## src/rtl/viterbi_pkg.sv

```systemverilog
// Shared types and constants for the K=3, 4-state Viterbi traceback.
package viterbi_pkg;

    localparam int NUM_STATES = 4;
    localparam int STATE_W    = 2;

    // Trellis state {u[t], u[t-1]}, newest bit in the MSB
    typedef enum logic [STATE_W-1:0] {
        S00 = 2'b00,
        S01 = 2'b01,
        S10 = 2'b10,
        S11 = 2'b11
    } state_t;

    typedef enum logic [1:0] {
        FILL  = 2'd0,
        TRACE = 2'd1,
        EMIT  = 2'd2
    } tb_fsm_t;

endpackage

```

## src/rtl/tb_decision_ram.sv

```systemverilog
// Survivor decision store: DEPTH words of NUM_STATES bits.
// One synchronous write port and one combinational read port. Contents are not reset.
module tb_decision_ram
    import viterbi_pkg::*;
#(
    parameter int DEPTH = 8,
    parameter int ADDR_W = (DEPTH > 1) ? $clog2(DEPTH) : 1
) (
    input  logic                  clk,
    input  logic                  we,
    input  logic [ADDR_W-1:0]     waddr,
    input  logic [NUM_STATES-1:0] wdata,
    input  logic [ADDR_W-1:0]     raddr,
    output logic [NUM_STATES-1:0] rdata
);

    logic [NUM_STATES-1:0] mem [DEPTH];

    // Write one decision vector per accepted trellis step
    always_ff @(posedge clk) begin
        if (we) mem[waddr] <= wdata;
    end

    assign rdata = mem[raddr];

endmodule

```

## src/rtl/viterbi_traceback.sv

```systemverilog
// Viterbi traceback: store DEPTH decision vectors, trace back from the best
// end state, then stream the decoded bits out in time order.
// Optional macro VITERBI_TB_ZERO_START_EN: trace back from state 00 and
// ignore min_state (zero-tailed frames).
module viterbi_traceback
    import viterbi_pkg::*;
#(
    parameter int DEPTH = 8
) (
    input  logic                  clk,
    input  logic                  rst_n,
    input  logic                  in_valid,
    output logic                  in_ready,
    input  logic [NUM_STATES-1:0] dec,
    input  logic [STATE_W-1:0]    min_state,
    output logic                  out_valid,
    input  logic                  out_ready,
    output logic                  out_bit,
    output logic                  out_last,
    output logic                  busy
);

    localparam int CNT_W = (DEPTH > 1) ? $clog2(DEPTH) : 1;
    localparam logic [CNT_W-1:0] LAST = CNT_W'(DEPTH - 1);

    tb_fsm_t               state_q, state_d;
    logic [CNT_W-1:0]      wr_ptr_q, wr_ptr_d;
    logic [CNT_W-1:0]      rd_idx_q, rd_idx_d;
    logic [CNT_W-1:0]      emit_cnt_q, emit_cnt_d;
    state_t                tb_state_q, tb_state_d;
    logic [DEPTH-1:0]      bits_q, bits_d;
    logic                  ram_we;
    logic [NUM_STATES-1:0] rd_data;
    state_t                start_state;

`ifdef VITERBI_TB_ZERO_START_EN
    logic unused_min_state;
    assign unused_min_state = ^min_state;
    assign start_state      = S00;
`else
    assign start_state      = state_t'(min_state);
`endif

    tb_decision_ram #(
        .DEPTH  (DEPTH),
        .ADDR_W (CNT_W)
    ) u_ram (
        .clk   (clk),
        .we    (ram_we),
        .waddr (wr_ptr_q),
        .wdata (dec),
        .raddr (rd_idx_q),
        .rdata (rd_data)
    );

    // Next-state logic: fill, trace back one step per cycle, then emit
    always_comb begin
        state_d    = state_q;
        wr_ptr_d   = wr_ptr_q;
        rd_idx_d   = rd_idx_q;
        emit_cnt_d = emit_cnt_q;
        tb_state_d = tb_state_q;
        bits_d     = bits_q;
        ram_we     = 1'b0;
        case (state_q)
            FILL: begin
                // in_ready is high throughout FILL, so in_valid alone is a handshake
                if (in_valid) begin
                    ram_we = 1'b1;
                    if (wr_ptr_q == LAST) begin
                        wr_ptr_d   = '0;
                        tb_state_d = start_state;
                        rd_idx_d   = LAST;
                        state_d    = TRACE;
                    end else begin
                        wr_ptr_d = wr_ptr_q + 1'b1;
                    end
                end
            end
            TRACE: begin
                // Decoded bit is the state's MSB; predecessor is {s[0], dec[s]}
                bits_d[rd_idx_q] = tb_state_q[1];
                tb_state_d       = state_t'({tb_state_q[0], rd_data[tb_state_q]});
                if (rd_idx_q == '0) begin
                    emit_cnt_d = '0;
                    state_d    = EMIT;
                end else begin
                    rd_idx_d = rd_idx_q - 1'b1;
                end
            end
            EMIT: begin
                if (out_ready) begin
                    if (emit_cnt_q == LAST) begin
                        emit_cnt_d = '0;
                        state_d    = FILL;
                    end else begin
                        emit_cnt_d = emit_cnt_q + 1'b1;
                    end
                end
            end
            default: state_d = FILL;
        endcase
    end

    // Control state register; a reset discards any partial block
    always_ff @(posedge clk or negedge rst_n) begin
        if (!rst_n) begin
            state_q    <= FILL;
            wr_ptr_q   <= '0;
            rd_idx_q   <= '0;
            emit_cnt_q <= '0;
            tb_state_q <= S00;
        end else begin
            state_q    <= state_d;
            wr_ptr_q   <= wr_ptr_d;
            rd_idx_q   <= rd_idx_d;
            emit_cnt_q <= emit_cnt_d;
            tb_state_q <= tb_state_d;
        end
    end

    // Decoded bit buffer; only meaningful once TRACE has rewritten it
    always_ff @(posedge clk) begin
        bits_q <= bits_d;
    end

    // Outputs come from registers and FSM state only
    assign in_ready  = (state_q == FILL);
    assign busy      = (state_q == TRACE) || (state_q == EMIT);
    assign out_valid = (state_q == EMIT);
    assign out_bit   = (state_q == EMIT) ? bits_q[emit_cnt_q] : 1'b0;
    assign out_last  = (state_q == EMIT) && (emit_cnt_q == LAST);

endmodule

```

## config.mk

```make
export PLATFORM = sky130hd
export DESIGN_NAME = viterbi_traceback
export DESIGN_NICKNAME = d
export VERILOG_FILES = /design/src/rtl/viterbi_pkg.sv /design/src/rtl/tb_decision_ram.sv /design/src/rtl/viterbi_traceback.sv
export SDC_FILE = /design/constraint.sdc
export NUM_CORES = 1
export LEC_CHECK = 0
export CAP_MARGIN = 40
export CORE_AREA = 3 3 79 81
export CTS_CLUSTER_DIAMETER = 30
export CTS_CLUSTER_SIZE = 16
export DETAILED_ROUTE_END_ITERATION = 8
export DIE_AREA = 0 0 82 84
export PLACE_DENSITY = 0.7
export SLEW_MARGIN = 10
export SYNTH_ARGS = -nofsm -noshare
export SYNTH_HDL_FRONTEND = slang
export SYNTH_HIERARCHICAL = 1
export SYNTH_SLANG_ARGS = --single-unit
```

## constraint.sdc

```tcl
create_clock -name clk -period 4 [get_ports clk]
set_clock_uncertainty 0.2 [all_clocks]
set_input_delay 0.8 -clock clk [delete_from_list [all_inputs] [get_ports clk]]
set_output_delay 0.8 -clock clk [all_outputs]
set_load 0.02 [all_outputs]
```

; After elaboration in Yosys (flattened, before gate mapping)
; Memory sizes are Yosys's and may differ from the RTL's.
; Cells that the tools add are included.
[classes]
muxes = 30
shift = 0
n_addsub = 3
multipliers = 0
bitwise_logic = 0
n_lt_le_gt_ge = 4
reduce_logical = 12
eq_ne = 10
n_div = 0
[ops]
columns = op, n
row1 = $mux 3, 7
row2 = $mux 2, 7
row3 = $pmux 3 s2, 2
row4 = $bwmux 8, 1
row5 = $lt 3x4->1 const B, 2
row6 = $mux 1, 8
row7 = $add 3x1->3 const B, 2
row8 = $eq 3x3->1 const B, 2
row9 = $ne 2x1->1 const B, 3
row10 = $ne 2x2->1 const B, 3
row11 = $pmux 2 s3, 1
row12 = $reduce_and 3->1, 2
row13 = $reduce_and 5->1, 1
row14 = $pmux 2 s2, 1
row15 = $reduce_and 4->1, 1
row16 = $reduce_bool 2->1, 2
row17 = $bmux 1 s3, 1
row18 = $demux 1 s3, 1
row19 = $ge 3x1->1 const B, 1
row20 = $logic_not 3->1, 1
row21 = $lt 2x3->1 const B, 1
row22 = $sub 3x1->3 const B, 1
row23 = $bmux 1 s2, 1
row24 = $eq 2x1->1 const B, 1
row25 = other kinds (5), 6
[totals]
out_inout_bits = 5
inputBits = 10
mem_bits_rw = 32
mem_bits_ro = 0
mem_count = 1
latchBits = 0
ff_bits = 21
elab_cells = 66
[memory_table]
columns = memory, depth, width, read_ports, rd_clocked_by_memory_dff, write_ports, line
row1 = u_ram.mem, 8, 4, 1, 0, 1, tb_decision_ram.sv:17  ; logic [NUM_STATES-1:0] mem [DEPTH];

; Longest topological paths before layout
; Gate-level depths: netlist of the first run.
[depth]
word_depth = 5
ltp_mapped = 6
depth_no_buf = 6

; Hierarchy
; Netlist of the first run, hierarchy kept.
[modules_own_cells]
columns = module, n_inst, area_each_um2, cells_per_inst, seq_area_each_um2
row1 = tb_decision_ram, 1, 1290.0, 59, 960.9
row2 = viterbi_traceback, 1, 1198.6, 103, 565.5

; Worst setup path after synthesis of the first run
; No wires, ideal clock.
[synth_path]
path_kind = reg2out
from = reg state_q[0]
to = out out_bit
setup_slack_ns = 1.453
arrival_ns = 1.547
path_buffers = 0
required_ns = 3.000
stages_incl_launch_ff = 5
cell_sequence = dfrtp_1 > inv_1 > ha_1 > o31ai_1 > a311oi_1
[synth_between]
elab_chain_len = 2
[synth_rtl]
columns = element, line
row1 = "start, declared", viterbi_traceback.sv:26  ; tb_fsm_t state_q, state_d;
row2 = "start signal, assigned", viterbi_traceback.sv:114  ; state_q <= state_d;
row3 = $eq 2x2->1, --
row4 = net out_valid, viterbi_traceback.sv:16  ; output logic out_valid,
row5 = $mux 1, viterbi_traceback.sv:131  ; assign out_bit = (state_q == EMIT) ? bits_q[emit_cnt_q] : 1'b0;
row6 = "end, declared", viterbi_traceback.sv:18  ; output logic out_bit,
; The timed path passes the listed nets, and every way through them passes these cells.

; Final worst setup path of the first run
[layout_path]
from = reg state_q[0]
to = out out_bit
[layout_between]
elab_chain_len = 2
[layout_rtl]
columns = element, line
row1 = $eq 2x2->1, viterbi_traceback.sv:131
row2 = $mux 1, viterbi_traceback.sv:131
; Every way passes these cells.

==> run summary, run 1 <==
The cell depth of the worst flop-to-flop path was 5. The net count of the finished layout is 199. The clock drives 53 sinks.

The tools report the reg2reg setup slack as 1.48 ns. The initial detailed-routing violation count is 73, and the average instance area after synthesis is 15.4 um2. The final core utilization is 50.7%, and the layout overhead on the synthesized area is 12.8%. The run gives 0 as the antenna cell count. The headroom to the max-slew limit was 55.9%; the number of hold-slack violations in the final timing report was 0. The number of stages on the worst hold path works out to 1. Counting I/O delays and the setup requirement, the final critical path takes 3.12 ns. The tools report the startpoint kind of the worst setup timing path as a flop. Sequential elements use 61.3% of the synthesized area. Setup repair after global routing left no endpoint under its margin.

For this run, the detailed router's first-pass iteration total came to 4. For the signal arrival time at the worst endpoint, the log shows 2.12 ns. Clock latency on the worst-skew pair, taken at its later pin, is 0.31 ns. For the core footprint, the log shows 0.00554 mm2. In the post-synthesis netlist, the biggest area contributors are sky130_fd_sc_hd__edfxtp_1, sky130_fd_sc_hd__dfrtp_1, sky130_fd_sc_hd__mux4_1, sky130_fd_sc_hd__ha_1, sky130_fd_sc_hd__mux2_2.

The run gives 7.28 mm as the first-pass GRT wire length. The count of nets left with antenna violations once routing finished came out at 0. For this block, the routed nets add up to 4.22 mm of wire.

Clock-pin slew was measured on the worst setup and hold paths at 0.10 ns. In this run the power density over the cells is 641 mW/mm2. Once detailed placement completed, the half-perimeter wirelength came to 3.08 mm.

Maximum fanout count along the critical path: 7. The tree is rooted in a sky130_fd_sc_hd__clkbuf_8. Global routing used 14.3% of the available tracks. The final setup violation count is 0, and the total negative setup slack is 0 ns.

Summing over every cut layer, the via total after detailed routing is 1360. The per-cell routed wire length is 16.8 um. The largest total area in the synthesized netlist belongs to sky130_fd_sc_hd__edfxtp_1. The final number of max-transition violations was 0.

The initial core utilization is 44.9%, and the maximum operating frequency is 321 MHz. The tools report the endpoint of the worst-slack reg-to-reg timing path as tb_state_q[0]$_DFFE_PN0P_. For this run, design rule violations remaining after detail routing come to 0. The maximum number of pins on one net before global-route repair was 19; the routability congestion estimate was 0.712.

At the worst endpoint, the required time is 3.00 ns. CTS built an H-tree with a depth of 2. The tools report the count of yosys warnings during synthesis as 6.

The origin of the worst min-delay path is state_q[0]$_DFFE_PN0P_. The run finished with clean final reports. The via count of the first global-routing pass came out at 1450. The worst setup path is captured at an output port. TritonCTS built the clock tree.

For the post-synthesis instance area, the log shows 0.00249 mm2. In the finished design, the share of the clock period the worst path needs comes to 78.0%. Once the clock tree was built, the resizer swapped 0 gates to a different size. The logs give 35 for the number of different library cells in the post-synthesis netlist and 0.881 ns for the worst-case setup margin in the final layout. Initial antenna violation count: 0. Cell type of the slowest stage on the worst timing path: sky130_fd_sc_hd__clkdlybuf4s50_1. The placement row count is 27.

The number of buffers inserted by port buffering is 14, and the count of buffers added by post-CTS timing repair for setup is 0. Cells with a size suffix above 1 make up 11.7% of the layout. The logs give 182 for the net count after synthesis and 5 for the number of CTS-inserted buffers.

The leakage power summed over all cells was 1.09 nW. The die span in x came out at 82 um. The worst hold path terminates at state_q[0]$_DFFE_PN0P_. Leaving out fill and tap cells, the most frequent cells in the layout are sky130_fd_sc_hd__edfxtp_1, sky130_fd_sc_hd__nor2_1, sky130_fd_sc_hd__clkdlybuf4s50_1, sky130_fd_sc_hd__dfrtp_1, sky130_fd_sc_hd__ha_1. In this run the worst hold path is classified as flop to flop. The family with the most delay on the worst path is buffers and inverters.

VDD sags by at most 0.338 mV. The number of top-level pins was 15; the routed via count divided by cell count was 5.40. The count of buffering cells on the critical path with inverters included is 2, and the number of hold-repair buffers added at the cts stage is 0. Prior to clock tree synthesis, the placed netlist has a worst setup slack of 1.21 ns. After synthesis, the largest area contributor takes up 48.3% of total cell area. Synthesis inferred 53 register bits.

Leaving out fill and tap cells, the most frequent cell in the layout is sky130_fd_sc_hd__edfxtp_1. The worst register-to-register path begins at rd_idx_q[0]$_DFFE_PN0P_. Traced cell by cell, the critical path runs through inv_1, ha_1, o31ai_1, a311oi_1, clkdlybuf4s50_1.

The worst setup path is of the flop to output port kind. Synthesis produced a netlist whose cell count is 162. The area of the die is 0.00689 mm2. For the pin with the worst max-slew slack, the measured transition is 0.662 ns.

The die is 84 um tall. For the residual overflow from global routing, the log shows 0. The delay of the slowest cell on the worst path is 0.64 ns, and the largest buffer count on any clock path is 2. Count of max-cap constraint violations: 0.
[layer usage]
| layer | vias to the layer above | GRT usage, % | routed length [um] |
|---|---|---|---|
| li1 | 651 | - | - |
| met5 | - | 0 | 0 |
| met3 | 7 | 3.35 | 165 |
| met2 | 26 | 23.5 | 2200 |
| met1 | 676 | 17.8 | 1790 |
| met4 | 0 | 5.59 | 70 |
[Yosys cell counts (all sizes together)]
cell type,n
a21oi,1
a211oi,1
mux2i,5
o31ai,1
o21ai,1
mux2,10
dfrtp,13
and2,1
clkbuf,1
a21o,1
buf,3
nor2b,4
a21boi,1
a2111oi,1
a2bb2oi,1
o211a,1
ha,10
and3,1
o32ai,1
mux4,9
nand2b,5
edfxtp,40
a211o,1
inv,9
nor2,19
o2bb2ai,1
a311oi,2
and4b,1
nand2,9
nor3,5
a22o,3
[cell type report]
class / count / area [um2]
clock buffer: 5 / 68.8
clock inverter: 3 / 50.0
fill: 481 / 2730
inverter: 9 / 33.8
multi-input combinational: 96 / 897
sequential: 53 / 1530
tap: 72 / 90.1
timing repair buffer: 14 / 140
[state kept, by name (all words and copies together) (netlist names)]
name and count:
bits_q 8, emit_cnt_q 3, rd_idx_q 3, state_q 2, tb_state_q 2, u_ram/mem 32
wr_ptr_q 3
[stage by stage]
stage               power [mW]  hold WS, ns  area [um2]  instances
global placement          1.40        0.326        2690        244
CTS                       1.82        0.384        2810        252
finish                    1.80        0.380        2810        252
floorplan                 1.28        0.304        2490        162
detailed placement        1.44        0.361        2690        244
global route              1.92        0.401        2810        252
[kinds of logic (layout without fill, tap and decap cells)]
| family | Yosys count | after routing | share of synthesized area (%) |
|---|---|---|---|
| adder cells (fa/ha/maj) | 10 | 10 | 5.03 |
| AND/OR/NAND/NOR | 45 | 45 | 8.70 |
| flip-flops | 53 | 53 | 61.3 |
| multiplexers | 24 | 24 | 16.0 |
| AO/OA/AOI/OAI | 17 | 17 | 6.29 |
| buffers and inverters | 13 | 31 | 2.61 |
[worst reg2reg max path, cell delays in order (launching register included)]
cell and delay [ns]:
sky130_fd_sc_hd__dfrtp_1 0.78, sky130_fd_sc_hd__mux4_1 0.67, sky130_fd_sc_hd__mux2_2 0.28, sky130_fd_sc_hd__and4b_1 0.24, sky130_fd_sc_hd__a311oi_1 0.06, sky130_fd_sc_hd__a2bb2oi_1 0.17
[report_power, final]
part           switching (mW)  internal, mW
Sequential              0.118         0.703
Clock                   0.182         0.192
Combinational           0.296         0.307
[how the worst max path moves through the flow]
stage                                start  endpoint  slack [ns]  depth (start not counted)
floorplan           state_q[0]$_DFFE_PN0P_   out_bit        1.45                          4
global placement    state_q[0]$_DFFE_PN0P_   out_bit        1.27                          5
detailed placement  state_q[0]$_DFFE_PN0P_   out_bit        1.21                          5
CTS                 state_q[0]$_DFFE_PN0P_   out_bit        0.86                          5
global route        state_q[0]$_DFFE_PN0P_   out_bit        0.71                          5
finish              state_q[0]$_DFFE_PN0P_   out_bit        0.88                          5
(Power assumes the default switching activity.)
==> inputs of run 2 (changes only) <==
--- a/config.mk
+++ b/config.mk
@@ -11,7 +11,7 @@
 export CTS_CLUSTER_SIZE = 16
 export DETAILED_ROUTE_END_ITERATION = 8
 export DIE_AREA = 0 0 82 84
-export PLACE_DENSITY = 0.7
+export PLACE_DENSITY = 0.72
 export SLEW_MARGIN = 10
 export SYNTH_ARGS = -nofsm -noshare
 export SYNTH_HDL_FRONTEND = slang
==> constraint.sdc (replaced) <==
create_clock -name clk -period 2.6 [get_ports clk]
set_clock_uncertainty 0.2 [all_clocks]
set_input_delay 0.52 -clock clk [delete_from_list [all_inputs] [get_ports clk]]
set_output_delay 0.52 -clock clk [all_outputs]
set_load 0.02 [all_outputs]
==> run 2 against run 1 <==
Non-clock buffer count increased by 2. Power increased by 53%. Routed wire length decreased by 6.7%. Cell count increased by 0.79%. Global-route usage decreased by 1.3 points. Combinational power increased by 53%. Register-to-register slack got worse by 1.1 ns. Die area unchanged. Worst setup slack got worse by 0.79 ns. Clock-buffer cell count unchanged. Largest power group unchanged.
==> run summary, run 2 (same netlist as run 1, synthesis figures left out) <==
The cell depth of the worst flop-to-flop path is 5, and the post-place instance area is 0.00270 mm2. For the pin with the worst max-slew slack, the measured transition is 0.621 ns. The flip-flop count of the largest register, all copies and words added works out to 32. The top cell types in the final layout, fill and taps aside, are sky130_fd_sc_hd__edfxtp_1, sky130_fd_sc_hd__nor2_1, sky130_fd_sc_hd__dfrtp_1, sky130_fd_sc_hd__clkdlybuf4s50_1, sky130_fd_sc_hd__ha_1. The largest registers in the layout are u_ram/mem: 32 flops, bits_q: 8 flops.

Once the floorplan was initialized, standard cells occupied 44.9% of the core. The logs give 0 for the final number of max-transition violations and 6.68 mm for the first-pass GRT wire length. The fraction of final layout cells with drive strength greater than 1 was 13.2%; the antenna cell count was 0. After detailed routing, the number of remaining DRC violations is 0. The floorplan has 27 rows. The initial antenna violation count was 0; the total wire length after detailed routing was 3.94 mm. The number of top-level pins was 15; the area of the die was 0.00689 mm2.

Total global routing track utilization: 13.0%. TritonCTS built the clock tree. Of all nets on the critical path, the largest fanout is 6. Via count of the first global-routing pass: 1387.

In this run the critical register-to-register path is launched from rd_idx_q[0]$_DFFE_PN0P_. At the worst endpoint, the arrival time is 1.79 ns. No sink is reached through more buffers than the 2 on the longest clock path.

The worst register-to-register path ends at rd_idx_q[1]$_DFFE_PN0P_. The register with the most flip-flops is u_ram/mem. Once placement completed, the tool counted placed cells totaling 246.

For the data required time at the worst endpoint, the log shows 1.88 ns. Based on the critical path, the design can be clocked at up to 398 MHz. Dividing the detail-routed via count by the number of cells gives 5.20. Setup violations remaining at the end of the flow were counted as 0. The run gives 0.00554 mm2 as the core footprint.

Clock tree synthesis inserted a total of 5 buffers. The tool flagged a number of max-cap violations equal to 0. Maximum number of pins on one net before global-route repair: 19. The die is 82 um wide. VDD sags by at most 0.486 mV. The tools report the residual antenna-violating net count after detailed routing as 0. Summing all non-filler instances in the final layout gives an area of 0.00282 mm2. The run gives 77 as the initial detailed-routing violation count. STA classifies the critical path endpoint as an output port. In the final timing run, aggregate negative setup slack is 0 ns. Global routing finished with a remaining overflow of 0. The leading cell type in the layout, fill and taps excluded is sky130_fd_sc_hd__edfxtp_1. Routability-driven placement finished with a final weighted congestion of 0.768. The ratio of final minimum period to clock period works out to 96.6%. The critical path is of the flop to output port type.

The worst min-delay path class was input pin to async pin. Setup repair after global routing left no endpoint under its margin. The clock period minus final worst setup slack works out to 2.51 ns. The worst slack at placement was 0.200 ns; the headroom to the max-slew limit was 58.4%. In this run the static leakage power is 1.11 nW.

In the final routed layout, each cell accounts on average for 15.5 um. In this run the vertical extent of the chip is 84 um. The run finished with clean final reports. The count of cells in the finished layout, fillers not included, comes to 254.

The via count came out at 1322. For the count of TritonRoute iterations in the first routing pass, the log shows 4. The clock net in this run drives a total of 53 sinks.

Compared with the post-synthesis result, the final layout area differs by 13.3%. At the end of the flow, the number of nets in the layout was 201. CTS placed an instance of sky130_fd_sc_hd__clkbuf_8 at the clock tree root.

Setup slack on the worst reg-to-reg path comes out at 0.37 ns. During placement, the flow inserted port buffers numbering 14. At the later pin of the worst-skew pair, clock insertion delay measures 0.31 ns.

The final core utilization was 50.9%. The clock transition at the registers of the reported paths is 0.10 ns. CTS built an H-tree with a depth of 2. The HPWL after detailed placement is 2.95 mm. The filler cells instantiated in the layout total 473.

The power density relative to cell area works out to 975 mW/mm2. The startpoint kind of the worst setup timing path is a flop. The run gives 0.0885 ns as the worst-case setup margin in the final layout. The number of hold-slack violations in the final timing report is 0.
run 2: changes by cell type in the layout (fill, tap and decap cells not counted), sizes merged:
cell           change
buf                +2
clkdlybuf4s50      -2
dlygate4sd2        +2
run 2: worst max path at each step:
| stage | startpoint | to | slack, ns |
|---|---|---|---|
| detailed placement | rd_idx_q[0]$_DFFE_PN0P_ | rd_idx_q[0]$_DFFE_PN0P_ | 0.20 |
| global route | state_q[0]$_DFFE_PN0P_ | out_valid | 0.009 |
| floorplan | state_q[0]$_DFFE_PN0P_ | out_bit | 0.33 |
| finish | state_q[0]$_DFFE_PN0P_ | out_valid | 0.09 |
| global placement | in_valid | u_ram/mem[4][3]$_DFFE_PP_ | 0.23 |
| CTS | state_q[0]$_DFFE_PN0P_ | out_valid | 0.07 |
run 2: cell type report:
class / instances / area [um2] / area share, %
flip-flops and latches: 53 / 1530 / 54.2
multi-input cells: 96 / 897 / 31.8
repair buffers: 16 / 153 / 5.41
well taps: 72 / 90.1 / 3.19
clock buffers: 5 / 68.8 / 2.44
clock inverters: 3 / 50.0 / 1.77
inverters: 9 / 33.8 / 1.20
run 2: what timing repair did:
item                                    in CTS  in global routing
endpoints found under the setup margin       2                  2
resized for setup                            2                  1
buffers inserted                             0                  0
hold buffers                                 0                  0
run 2: worst max-delay path, cell delays in order (launching register included):
cell and delay (ns):
sky130_fd_sc_hd__dfrtp_1 0.42, sky130_fd_sc_hd__inv_1 0.11, sky130_fd_sc_hd__ha_1 0.20, sky130_fd_sc_hd__buf_4 0.15, sky130_fd_sc_hd__clkdlybuf4s50_1 0.60
run 2: layer usage:
layer  share of wire [%]  track usage, %
met3                 3.8            3.35
met2                  51            20.5
met4                 2.0            5.44
met1                  43            16.7
met5                   0               0
run 2: power by group:
part           switching (mW)  leakage, nW  internal, mW  total (mW)
clock network           0.277       0.0603         0.295       0.572
logic                   0.444        0.535         0.477       0.921
registers               0.173        0.512          1.08        1.26
total                   0.894         1.11          1.86        2.75
run 2: stage by stage:
step	hold slack (ns)	power [mW]
4_1_cts	0.380	2.78
3_3_place_gp	0.326	2.15
3_5_place_dp	0.363	2.20
5_1_grt	0.423	2.94
2_1_floorplan	0.0244	1.97
6_report	0.382	2.75
